**config.mk**
```make
export PLATFORM = sky130hd
export DESIGN_NAME = usb_bit_stuffer_hs
export DESIGN_NICKNAME = d
export VERILOG_FILES = /design/src/rtl/usb_bit_stuffer_hs.sv
export SDC_FILE = /design/constraint.sdc
export NUM_CORES = 1
export LEC_CHECK = 0
export ABC_CLOCK_PERIOD_IN_PS = 1800
export CAP_MARGIN = 20
export CORE_MARGIN = 5
export CORE_UTILIZATION = 48
export DETAILED_ROUTE_END_ITERATION = 6
export GPL_TIMING_DRIVEN = 0
export PLACE_DENSITY = 0.83
export SYNTH_ARGS = -nofsm -noshare
export SYNTH_HDL_FRONTEND = slang
export SYNTH_SLANG_ARGS = --single-unit
```
**constraint.sdc**
```tcl
create_clock -name clk -period 1.8 [get_ports clk]
set_input_delay 0.36 -clock clk [delete_from_list [all_inputs] [get_ports clk]]
set_output_delay 0.36 -clock clk [all_outputs]
set_load 0.01 [all_outputs]
```
**src/rtl/usb_bit_stuffer_hs.sv**
```systemverilog
// ---------------------------------------------------------------------------
// usb_bit_stuffer_hs
//
// USB high-speed TX bit stuffer. A 0 is inserted after MAX_RUN consecutive
// 1s. The input is stalled for the slot that the stuffed 0 occupies. Both
// sides use valid/ready handshakes. The block also tracks packet boundaries
// and keeps a saturating count of the stuffed bits.
//
// Optional feature (compile-time macro USB_STUFF_NRZI_EN):
//   defined   - out_bit carries the NRZI line level. The level is encoded
//               after stuffing. Idle level is J (1), and the level returns to
//               1 after the last slot of a packet has transferred.
//   undefined - out_bit is the raw stuffed bit.
//
// Parameters
//   MAX_RUN    ones in a row that trigger a stuffed 0 (2..15)
//   CNT_W      width of the stuffed-bit counter
//
// Ports
//   clk        clock
//   nRST       asynchronous reset, active-low
//   in_bit     raw data bit from the serialiser
//   in_valid   in_bit / in_last are valid
//   in_last    in_bit is the final bit of the packet
//   in_ready   block accepts a bit this cycle (combinational)
//   out_bit    stuffed bit, or the line level when NRZI is enabled
//   out_valid  out_bit is valid
//   out_last   final output slot of the packet
//   out_ready  downstream accepts out_bit this cycle
//   stuff_clr  synchronous clear of stuff_cnt (wins over an increment)
//   stuff_cnt  number of stuffed 0s inserted; saturates at all-ones
// ---------------------------------------------------------------------------
module usb_bit_stuffer_hs #(
  parameter int MAX_RUN = 6,
  parameter int CNT_W   = 8
) (
  input  logic             clk,
  input  logic             nRST,
  input  logic             in_bit,
  input  logic             in_valid,
  input  logic             in_last,
  output logic             in_ready,
  output logic             out_bit,
  output logic             out_valid,
  output logic             out_last,
  input  logic             out_ready,
  input  logic             stuff_clr,
  output logic [CNT_W-1:0] stuff_cnt
);

  localparam int                RUN_W   = $clog2(MAX_RUN + 1);
  localparam logic [RUN_W-1:0]  RUN_TOP = RUN_W'(MAX_RUN - 1);
  localparam logic [CNT_W-1:0]  CNT_MAX = {CNT_W{1'b1}};

  typedef enum logic [0:0] {
    ST_NORMAL = 1'b0,
    ST_STUFF  = 1'b1
  } state_t;

  state_t           state_r;
  logic [RUN_W-1:0] run_cnt_r;
  logic             last_pend_r;

  logic ld_s;     // output register may load this cycle
  logic xfer_s;   // input handshake completes this cycle
  logic raw_s;    // raw (pre-encoding) bit for the next output slot
  logic line_s;   // value loaded into out_bit for that slot

  // Saturating increment of the statistics counter.
  function automatic logic [CNT_W-1:0] sat_inc(input logic [CNT_W-1:0] cnt);
    if (cnt == CNT_MAX) begin
      sat_inc = cnt;
    end else begin
      sat_inc = cnt + {{(CNT_W-1){1'b0}}, 1'b1};
    end
  endfunction

`ifdef USB_STUFF_NRZI_EN
  logic lvl_r;
  logic lvl_base_s;

  // NRZI: a 0 toggles the line and a 1 holds it.
  function automatic logic nrzi_next(input logic lvl, input logic raw);
    nrzi_next = raw ? lvl : ~lvl;
  endfunction
`endif

  // Handshake decode and next-slot bit selection.
  always_comb begin
    ld_s     = !out_valid || out_ready;
    in_ready = ld_s && (state_r == ST_NORMAL);
    xfer_s   = in_valid && in_ready;
    if (state_r == ST_STUFF) begin
      raw_s = 1'b0;
    end else begin
      raw_s = in_bit;
    end
`ifdef USB_STUFF_NRZI_EN
    // A last slot leaving this cycle returns the line to J before the next bit.
    if (out_valid && out_ready && out_last) begin
      lvl_base_s = 1'b1;
    end else begin
      lvl_base_s = lvl_r;
    end
    line_s = nrzi_next(lvl_base_s, raw_s);
`else
    line_s = raw_s;
`endif
  end

`ifdef USB_STUFF_NRZI_EN
  // Line-level register. It is updated on every load so idle also returns to J.
  always_ff @(posedge clk or negedge nRST) begin
    if (!nRST) begin
      lvl_r <= 1'b1;
    end else if (ld_s) begin
      if (xfer_s || (state_r == ST_STUFF)) begin
        lvl_r <= line_s;
      end else begin
        lvl_r <= lvl_base_s;
      end
    end
  end
`endif

  // Stuffing FSM together with its registered outputs.
  always_ff @(posedge clk or negedge nRST) begin
    if (!nRST) begin
      state_r     <= ST_NORMAL;
      run_cnt_r   <= {RUN_W{1'b0}};
      last_pend_r <= 1'b0;
      out_bit     <= 1'b0;
      out_valid   <= 1'b0;
      out_last    <= 1'b0;
    end else if (ld_s) begin
      case (state_r)
        ST_NORMAL: begin
          if (xfer_s) begin
            out_bit   <= line_s;
            out_valid <= 1'b1;
            if (in_bit && (run_cnt_r == RUN_TOP)) begin
              // The run is complete. The packet's last flag moves to the stuffed slot.
              state_r     <= ST_STUFF;
              last_pend_r <= in_last;
              out_last    <= 1'b0;
              run_cnt_r   <= {RUN_W{1'b0}};
            end else begin
              out_last <= in_last;
              if (!in_bit || in_last) begin
                run_cnt_r <= {RUN_W{1'b0}};
              end else begin
                run_cnt_r <= run_cnt_r + {{(RUN_W-1){1'b0}}, 1'b1};
              end
            end
          end else begin
            // An idle slot keeps run_cnt, so a run can span a gap inside a packet.
            out_valid <= 1'b0;
            out_last  <= 1'b0;
          end
        end
        ST_STUFF: begin
          out_bit   <= line_s;
          out_valid <= 1'b1;
          out_last  <= last_pend_r;
          run_cnt_r <= {RUN_W{1'b0}};
          state_r   <= ST_NORMAL;
        end
        default: begin
          state_r   <= ST_NORMAL;
          run_cnt_r <= {RUN_W{1'b0}};
          out_valid <= 1'b0;
          out_last  <= 1'b0;
        end
      endcase
    end
  end

  // Stuffed-bit statistics. A clear wins over a simultaneous increment.
  always_ff @(posedge clk or negedge nRST) begin
    if (!nRST) begin
      stuff_cnt <= {CNT_W{1'b0}};
    end else if (stuff_clr) begin
      stuff_cnt <= {CNT_W{1'b0}};
    end else if (ld_s && (state_r == ST_STUFF)) begin
      stuff_cnt <= sat_inc(stuff_cnt);
    end
  end

endmodule
```
==> metrics <==
status=complete, no violations; RSZ-0062 raised after global routing=no; DP Area=0.00102 mm2; Worst path top cell family by delay=buffers and inverters; DIE HEIGHT=51.7 um; top cells by area, synth=dfrtp_1 48%, ha_1 4.5%, nand2_1 4.1%; drt initial violations=10; period utilization=94.8%; Worst Hold Class=input pin to flop; Initial Util=49.3%; n_diodes=0; Reg2Reg Depth=5; R2R setup slack=0.20 ns; Crit Path Class=flop to output pin; Via Count=696; crit-path max FO=6; Final Hold Fails=0; CP Launch Type=flop; die area=0.00267 mm2; CTS Hold Bufs=0; CTS sink cnt=16; wire length of the first global-routing pass=2990 um; core area=0.00169 mm2; residual DRC count=0; wire per inst=14.7 um; leak pwr=0.499 nW; number of global-route vias before repair=683; Final Instance Area=0.00107 mm2; Fillers=130; Post-DRT Antenna Nets=0; WL final=1760 um; Slew Viols, Final=0; CTS HTree Levels=1; filler-free cell count of the finished design=120; Total Routing Usage GR=14.9%; largest net degree at the start of global routing=17; Top Ports=19; Critical Path AT=1.35 ns; clk_skew=0.00321 ns; total gr overflow=0; Slowest-stage cell, CP=clkdlybuf4s50_1; fmax=0.586 GHz; Post-Syn Instances=82; Syn Nets=92; Pwr Total=696 uW; final core utilization=63.2%; CTS Buf Count=3; Hold EP=stuff_cnt[2]; Hold Path Depth=2; most frequent cell after synthesis=dfrtp_1; reg2reg end=stuff_cnt[5]; Setup Viol. Count Final=0; biggest cell delay along the critical path=0.59 ns; YS warnings=0; Yosys top cell area share=48.0%; DP Cell Count=116; Synth top cells by count=16 x dfrtp_1, 9 x nand2_1, 8 x nor2_1; later-pin clock latency in the skew report=0.29 ns; die width=51.7 um; Yosys top cell by area=dfrtp_1; reg-to-reg critical path startpoint=stuff_cnt[0]; Layout area overhead=28.1%; clk slew on worst S/H paths=0.09 ns; Mean Syn Cell Area=10.2 um2; hold_sp=stuff_clr; CP bufs+invs=1; Critical Path, Cell by Cell=clkdlybuf4s50_1; min cycle time layout=1.71 ns; DR pass1 iterations=4; setup TNS=0 ns; post-synthesis cell type count=32; ys async rst share=100%; number of max-cap violations=0; Vias/cell=5.80; synthesized area=833 um2; initial antenna violation count=0; VDD IR-drop max=0.000495 V; Slew @ Worst Pin=0.710 ns; required time worst endpoint=1.44 ns; CTS tree=yes; #FFs+latches synth=16; Synth Flop Type=dfrtp_1; EDFF count, synth=0; Final #Nets=114; RD Place Congestion=0.725; layout cells sized above 1=12.6%; input/output buffers=17; clock tree buffer depth=2; HPWL after detailed placement=1280 um; Power per Cell Area=653 mW/mm2; Worst slew margin=52.5%; row cnt=15; Crit. End Element=output pin; root buf cell=clkbuf_4; sequential area share after synthesis=48.0%
[cell families (layout without fill, tap and decap cells)]
logic type	count (synthesis)	in the layout	share of synthesized area, %
AND/OR/NAND/NOR	37	37	24.9
buffers and inverters	4	25	2.25
AO/OA/AOI/OAI	17	17	14.4
flip-flops	16	16	48.0
XOR/XNOR	2	2	2.10
adder cells (fa/ha/maj)	3	3	4.50
multiplexers	3	3	3.75
[stage by stage]
step / hold slack (ns) / worst slack [ns]
floorplan: 0.0644 / 0.262
global placement: 0.474 / -0.200
detailed placement: 0.471 / -0.211
CTS: 0.435 / 0.0914
global route: 0.437 / 0.0268
finish: 0.425 / 0.0940
[sequential cells by signal (all words and copies together) (netlist names)]
signal	cells
stuff_cnt	8
run_cnt_r	3
last_pend_r	1
out_bit	1
out_last	1
out_valid	1
state_r	1
[final cells by class]
cell class / instances / area [um2] / area share (%)
inverter: 2 / 7.51 / 0.703
sequential: 16 / 400 / 37.5
timing repair buffer: 17 / 169 / 15.8
buffer: 2 / 11.3 / 1.06
tap: 17 / 21.3 / 1.99
multi-input combinational: 62 / 422 / 39.5
clock buffer: 4 / 36.3 / 3.40
[power breakdown]
part           internal, mW  total (mW)  switching (mW)
clock                 0.123       0.236           0.113
combinational        0.0390      0.0805          0.0415
sequential            0.371       0.380         0.00872
total                 0.533       0.696           0.163
[cells in the final DEF, fill, tap and decap left out]
cell,n
nor4_2,1
nand3_2,1
o21ai_0,5
nor2b_1,1
buf_4,1
ha_1,3
o31ai_1,1
a211oi_1,1
a21oi_1,5
or3_1,2
mux2i_1,2
and3_1,1
o211ai_4,1
nand2_1,9
nor3_1,3
or4_1,1
nor2_1,8
nand2b_2,1
and4b_1,1
clkdlybuf4s50_1,16
clkbuf_8,1
o2111ai_1,1
nand3_1,4
dlygate4sd2_1,1
o41ai_1,1
nor2b_4,1
nand4_2,1
dfrtp_1,16
clkbuf_4,3
a21o_1,1
inv_1,2
mux2_2,1
a311oi_1,1
and3_2,1
xor2_1,2
or3b_1,1
buf_1,1
[routing by layer]
| layer | GRT usage, % | part of all wire (%) |
|---|---|---|
| met3 | 3.44 | 3.6 |
| met1 | 19.4 | 46 |
| met5 | 0 | 0 |
| met2 | 23.7 | 49 |
| met4 | 6.11 | 1.6 |
[worst max-delay path by stage]
stage | endpoint | slack, ns | cells after the start | startpoint
detailed placement | in_ready | -0.21 | 4 | out_ready
floorplan | stuff_cnt[5] | 0.26 | 5 | stuff_cnt[0]
global route | stuff_cnt[4] | 0.03 | 1 | stuff_cnt[4]
finish | stuff_cnt[4] | 0.09 | 1 | stuff_cnt[4]
CTS | stuff_cnt[3] | 0.09 | 1 | stuff_cnt[3]
global placement | in_ready | -0.20 | 4 | out_ready
[timing repair]
item / CTS / global route
setup endpoints to repair: 1 / 0
setup buffers: 0 / 0
gates resized for setup: 3 / 0
Note: power is estimated with default switching activity, not from simulation.
